### config.mk
export PLATFORM = sky130hd
export DESIGN_NAME = tone_div_multi
export DESIGN_NICKNAME = d
export VERILOG_FILES = /design/src/rtl/tone_div_multi.sv
export SDC_FILE = /design/constraint.sdc
export NUM_CORES = 2
export LEC_CHECK = 0
export ABC_CLOCK_PERIOD_IN_PS = 7150
export CAP_MARGIN = 5
export CORE_UTILIZATION = 50
export DETAILED_ROUTE_END_ITERATION = 7
export PLACE_DENSITY = 0.67
export SLEW_MARGIN = 10
export SYNTH_ARGS = -nofsm -noshare
export SYNTH_HDL_FRONTEND = slang
export SYNTH_SLANG_ARGS = --single-unit
export TNS_END_PERCENT = 30
### constraint.sdc
create_clock -name clk -period 7.15 [get_ports clk]
set_input_delay 1.0725 -clock clk [delete_from_list [all_inputs] [get_ports clk]]
set_output_delay 1.0725 -clock clk [all_outputs]
set_load 0.01 [all_outputs]
### src/rtl/tone_div_multi.sv
// tone_div_multi: N-channel programmable square-wave tone divider.
// Each channel runs its own period/duty counter. A shadow register per
// channel holds new settings until the next period boundary, silence, or a
// global sync, so tone changes never produce runt or stretched pulses.
module tone_div_multi #(
    parameter int CHANNELS = 4,
    parameter int CNT_W    = 24,
    parameter int DUTY_W   = 8
) (
    input  logic                       clk,
    input  logic                       rst,
    input  logic [CHANNELS-1:0]        load_i,
    input  logic [CHANNELS*CNT_W-1:0]  period_i,
    input  logic [CHANNELS*DUTY_W-1:0] duty_i,
    input  logic                       sync_i,
    output logic [CHANNELS-1:0]        wave_o,
    output logic [CHANNELS-1:0]        wrap_o,
    output logic [CHANNELS-1:0]        pend_o
);

    // High-phase length: full-width product, then drop the duty fraction bits.
    // Because duty < 2^DUTY_W the result is always strictly below the period.
    function automatic logic [CNT_W-1:0] hi_from_duty(
        input logic [CNT_W-1:0]  per,
        input logic [DUTY_W-1:0] duty
    );
        logic [CNT_W+DUTY_W-1:0] prod;
        prod = {{DUTY_W{1'b0}}, per} * {{CNT_W{1'b0}}, duty};
        return prod[CNT_W+DUTY_W-1:DUTY_W];
    endfunction

    for (genvar c = 0; c < CHANNELS; c++) begin : g_ch
        logic [CNT_W-1:0]  cnt;
        logic [CNT_W-1:0]  act_per;
        logic [CNT_W-1:0]  hi_cnt;
        logic [CNT_W-1:0]  pend_per;
        logic [DUTY_W-1:0] pend_duty;
        logic              pend_v;
        logic              wave_r;
        logic              wrap_r;
        logic              silent;
        logic              at_wrap;
        logic              apply;

        // Channel status: silence, end-of-period, and whether the shadow takes effect now.
        always_comb begin
            silent  = (act_per < CNT_W'(2));
            at_wrap = !silent && (cnt == act_per - CNT_W'(1));
            apply   = pend_v && (silent || at_wrap || sync_i);
        end

        // Period counter, active settings and registered wave/wrap outputs.
        always_ff @(posedge clk) begin
            if (rst) begin
                cnt     <= '0;
                act_per <= '0;
                hi_cnt  <= '0;
                wave_r  <= 1'b0;
                wrap_r  <= 1'b0;
            end else begin
                wave_r <= !silent && (cnt < hi_cnt);
                wrap_r <= at_wrap;
                if (apply) begin
                    act_per <= pend_per;
                    hi_cnt  <= hi_from_duty(pend_per, pend_duty);
                    cnt     <= '0;
                end else if (silent || at_wrap || sync_i) begin
                    cnt <= '0;
                end else begin
                    cnt <= cnt + CNT_W'(1);
                end
            end
        end

        // Shadow valid flag: a load wins over a same-edge apply so the new value stays pending.
        always_ff @(posedge clk) begin
            if (rst) begin
                pend_v <= 1'b0;
            end else if (load_i[c]) begin
                pend_v <= 1'b1;
            end else if (apply) begin
                pend_v <= 1'b0;
            end
        end

        // Shadow data capture; the last load before an apply is the one used.
        always_ff @(posedge clk) begin
            if (load_i[c]) begin
                pend_per  <= period_i[c*CNT_W +: CNT_W];
                pend_duty <= duty_i[c*DUTY_W +: DUTY_W];
            end
        end

        assign wave_o[c] = wave_r;
        assign wrap_o[c] = wrap_r;
        assign pend_o[c] = pend_v;
    end

endmodule

==> metrics <==
via total after detailed routing 31200; number of design-rule violations left by the first detailed-router iteration 1619; nets in the synthesized netlist 5575; remaining max-slew budget at the tightest pin 0.327; WP data required 7.69 ns; placed cell area 45300 sq um; number of enable flip-flop cells after synthesis 128; type of destination of the critical path register; async set or reset register ratio after synthesis 0; top sig layer met4; cell at the root of the clock tree sky130_fd_sc_hd__clkbuf_16; Die W 295 um; clock tree from TritonCTS yes; flip-flop cell with the highest count after synthesis sky130_fd_sc_hd__dfxtp_1; WL/cell 16.4 um; type of origin of the critical path register; sinks on the clock net 428; number of synthesized register bits 428; worst path arrival time 6.82 ns; source-to-sink clock delay at the later pin of the worst-skew pair 0.65 ns; Max VDD drop 0.277 mV; amount of wire on met2 after detailed routing 45000 um; leakage power total 21.1 nW; Synth top area share 0.244; Seq/Total Area, Yosys 0.229; Congestion Overflow GR 0; number of iterations in the first detailed-routing pass 5; depth of the worst register-to-register path 17; die extent in y 295 um; Port-buffer cells 146; final hold viol count 0; number of diodes 0; maxcap violations 0; DR DRC count 0; largest clock skew in the final design 0.0261 ns; number of pins with negative max-slew slack in the final report 0; GRT Util Overall 0.229; top cells by area, synth sky130_fd_sc_hd__fa_1 (24%), sky130_fd_sc_hd__dfxtp_1 (14%), sky130_fd_sc_hd__edfxtp_1 (8.9%); power per standard cell area 357 nW/um^2; worst min-delay path category reg2reg; unrepaired setup endpoints after global routing no; share of the cycle needed by the critical path after routing 0.877; number of cells on the worst hold path 2; initial antenna violation count 2; wl on met1 44500 um; met3 wirelength from detailed routing 4660 um; number of global-route vias before repair 31600; ports placed on the boundary 147; effective utilization at floorplan 0.505; total power draw 16.8 mW; number of distinct library cells after synthesis 95; slew of the pin with the lowest slew margin 0.996 ns; most area-hungry cell type in the Yosys netlist sky130_fd_sc_hd__fa_1; final estimated routing congestion in global placement 0.887; Register Area 9850 sq um; Synth Warn # 0; dpl cells 5748; worst setup path class reg2reg; post-synthesis instance area 43000 sq um; global-route wire length before repair 162000 um; Syn Inst Count 4620; synthesis-to-layout area growth 9.59%; area inside the core boundary 85100 sq um; Total Routed Length 96000 um; setup TNS 0 ns; largest net degree at the start of global routing 70; maximum fanout along the worst path 24; number of buffers created by CTS 55; multi-input gate area in the final layout 29900 sq um; layout cells sized above 1 0.0325; Reg clk slew, reported paths 0.06 ns; Total Die Area 87200 sq um; post-detail-place hpwl 73100 um; average footprint of a synthesized cell 9.31 sq um; Final Non-Filler Cells 5851; post-DR vias/cell 5.33; Max clock buf depth 3; hold-fix buffer count after cts 0; total of cells resized after clock tree synthesis 0; fmax 159 MHz; number of filler instances in the final layout 7773; result of the run finished, final reports clean; post-route ant nets 0; post-CTS setup buffers 0; number of placement rows 107; Min Hold Slack 0.450 ns; Total Nets Final 5616; CTS H-tree lvls 2; min cycle time layout 6.27 ns; final design area excluding fillers 47100 sq um; final setup vio count 0
==> power breakdown <==
| group | internal [mW] | leakage [nW] | switching (mW) |
|---|---|---|---|
| clock network | 1.69 | 0.919 | 1.15 |
| logic | 4.80 | 16.5 | 6.00 |
| registers | 2.80 | 3.69 | 0.360 |
| total | 9.29 | 21.1 | 7.52 |
==> worst max-delay path, stage by stage, from the launching register on <==
cell and delay [ns]:
sky130_fd_sc_hd__edfxtp_1 0.72, sky130_fd_sc_hd__and2_1 0.34, sky130_fd_sc_hd__fa_1 0.51, sky130_fd_sc_hd__fa_1 0.50, sky130_fd_sc_hd__fa_1 0.49, sky130_fd_sc_hd__inv_1 0.05, sky130_fd_sc_hd__fa_1 0.49, sky130_fd_sc_hd__inv_1 0.05
sky130_fd_sc_hd__ha_1 0.33, sky130_fd_sc_hd__and3_1 0.19, sky130_fd_sc_hd__or4b_2 0.63, sky130_fd_sc_hd__nand2_1 0.21, sky130_fd_sc_hd__a211oi_1 0.14, sky130_fd_sc_hd__o21ai_0 0.39, sky130_fd_sc_hd__a41o_1 0.29, sky130_fd_sc_hd__nor4_1 0.07
sky130_fd_sc_hd__or4_1 0.51, sky130_fd_sc_hd__a311oi_1 0.27
==> cells in the final DEF, fill, tap and decap left out, drive strengths merged, types with 22 or more instances in the layout <==
cell type	Yosys	routed
ha	296	296
a31oi	26	26
nand2	302	302
and3	42	42
dfxtp	300	300
nor3	67	67
edfxtp	128	128
a211oi	34	34
nand4	48	48
nand3	80	80
xnor2	151	151
o21ai	58	58
inv	649	650
nor2	376	376
a21oi	111	111
a21o	80	80
xor2	113	113
mux2i	135	135
nand2b	30	30
clkbuf	134	76
buf	48	22
clkdlybuf4s50	0	144
fa	524	524
or3	22	22
and2	573	573
nor4	35	35
==> cell usage after synthesis, types with 9 or more instances <==
| library cell | n |
|---|---|
| sky130_fd_sc_hd__a211o_1 | 10 |
| sky130_fd_sc_hd__a211oi_1 | 33 |
| sky130_fd_sc_hd__a21o_1 | 80 |
| sky130_fd_sc_hd__a21oi_1 | 109 |
| sky130_fd_sc_hd__a31oi_1 | 26 |
| sky130_fd_sc_hd__and2_1 | 573 |
| sky130_fd_sc_hd__and3_1 | 42 |
| sky130_fd_sc_hd__and4_1 | 13 |
| sky130_fd_sc_hd__buf_2 | 25 |
| sky130_fd_sc_hd__buf_4 | 14 |
| sky130_fd_sc_hd__clkbuf_1 | 134 |
| sky130_fd_sc_hd__dfxtp_1 | 300 |
| sky130_fd_sc_hd__edfxtp_1 | 128 |
| sky130_fd_sc_hd__fa_1 | 524 |
| sky130_fd_sc_hd__ha_1 | 296 |
| sky130_fd_sc_hd__inv_1 | 649 |
| sky130_fd_sc_hd__mux2i_1 | 135 |
| sky130_fd_sc_hd__nand2_1 | 301 |
| sky130_fd_sc_hd__nand2b_1 | 30 |
| sky130_fd_sc_hd__nand3_1 | 80 |
| sky130_fd_sc_hd__nand3b_1 | 12 |
| sky130_fd_sc_hd__nand4_1 | 48 |
| sky130_fd_sc_hd__nor2_1 | 376 |
| sky130_fd_sc_hd__nor2b_1 | 21 |
| sky130_fd_sc_hd__nor3_1 | 64 |
| sky130_fd_sc_hd__nor4_1 | 34 |
| sky130_fd_sc_hd__nor4b_1 | 9 |
| sky130_fd_sc_hd__o211ai_1 | 10 |
| sky130_fd_sc_hd__o21a_1 | 21 |
| sky130_fd_sc_hd__o21ai_0 | 57 |
| sky130_fd_sc_hd__o31ai_1 | 16 |
| sky130_fd_sc_hd__or2_2 | 10 |
| sky130_fd_sc_hd__or3_1 | 22 |
| sky130_fd_sc_hd__or4_1 | 11 |
| sky130_fd_sc_hd__xnor2_1 | 151 |
| sky130_fd_sc_hd__xor2_1 | 113 |
==> flip-flops by register name (all words and copies together) (netlist names) <==
register / flops
g_ch.act_per: 96
g_ch.cnt: 96
g_ch.hi_cnt: 96
g_ch.pend_per: 96
g_ch.pend_duty: 32
g_ch.pend_v: 4
g_ch.wave_r: 4
g_ch.wrap_r: 4
==> through the flow <==
step	worst slack, ns	utilization
after floorplan	1.67	-
after global placement	1.08	0.532
after detailed placement	0.932	0.532
after CTS	0.901	0.554
after global routing	0.503	0.554
final	0.876	0.554
==> path summary, 6_finish.rpt <==
| check | start | to | slack [ns] |
|---|---|---|---|
| setup / recovery | g_ch[0].pend_duty[2] | g_ch[0].hi_cnt[23] | 0.88 |
| hold / removal | g_ch[3].hi_cnt[16] | g_ch[3].hi_cnt[16] | 0.45 |
| setup reg to reg | g_ch[0].pend_duty[2] | g_ch[0].hi_cnt[23] | 0.88 |
| hold reg to reg | g_ch[3].hi_cnt[16] | g_ch[3].hi_cnt[16] | 0.45 |
==> area by class of cell <==
cell class / instances / share of cell area
Sequential cell: 428 / 0.209
Inverter: 649 / 0.0517
Clock inverter: 27 / 0.00541
Timing Repair Buffer: 166 / 0.0344
Multi-Input combinational cell: 3361 / 0.635
Clock buffer: 76 / 0.0344
Tap cell: 1144 / 0.0304
==> logic make-up after synthesis <==
group                    synth area share
AND/OR/NAND/NOR                     0.206
AO/OA/AOI/OAI                      0.0732
flip-flops                          0.229
multiplexers                       0.0325
adder cells (fa/ha/maj)             0.330
buffers and inverters              0.0757
XOR/XNOR                           0.0537
==> metal layers <==
layer  vias to the layer above  global-route usage
met5                         -                   0
met4                         0              0.0559
met3                       118              0.0248
met2                       662               0.381
met1                     15400               0.320
li1                      15000                   -
Power figures use the tool's default switching activity.
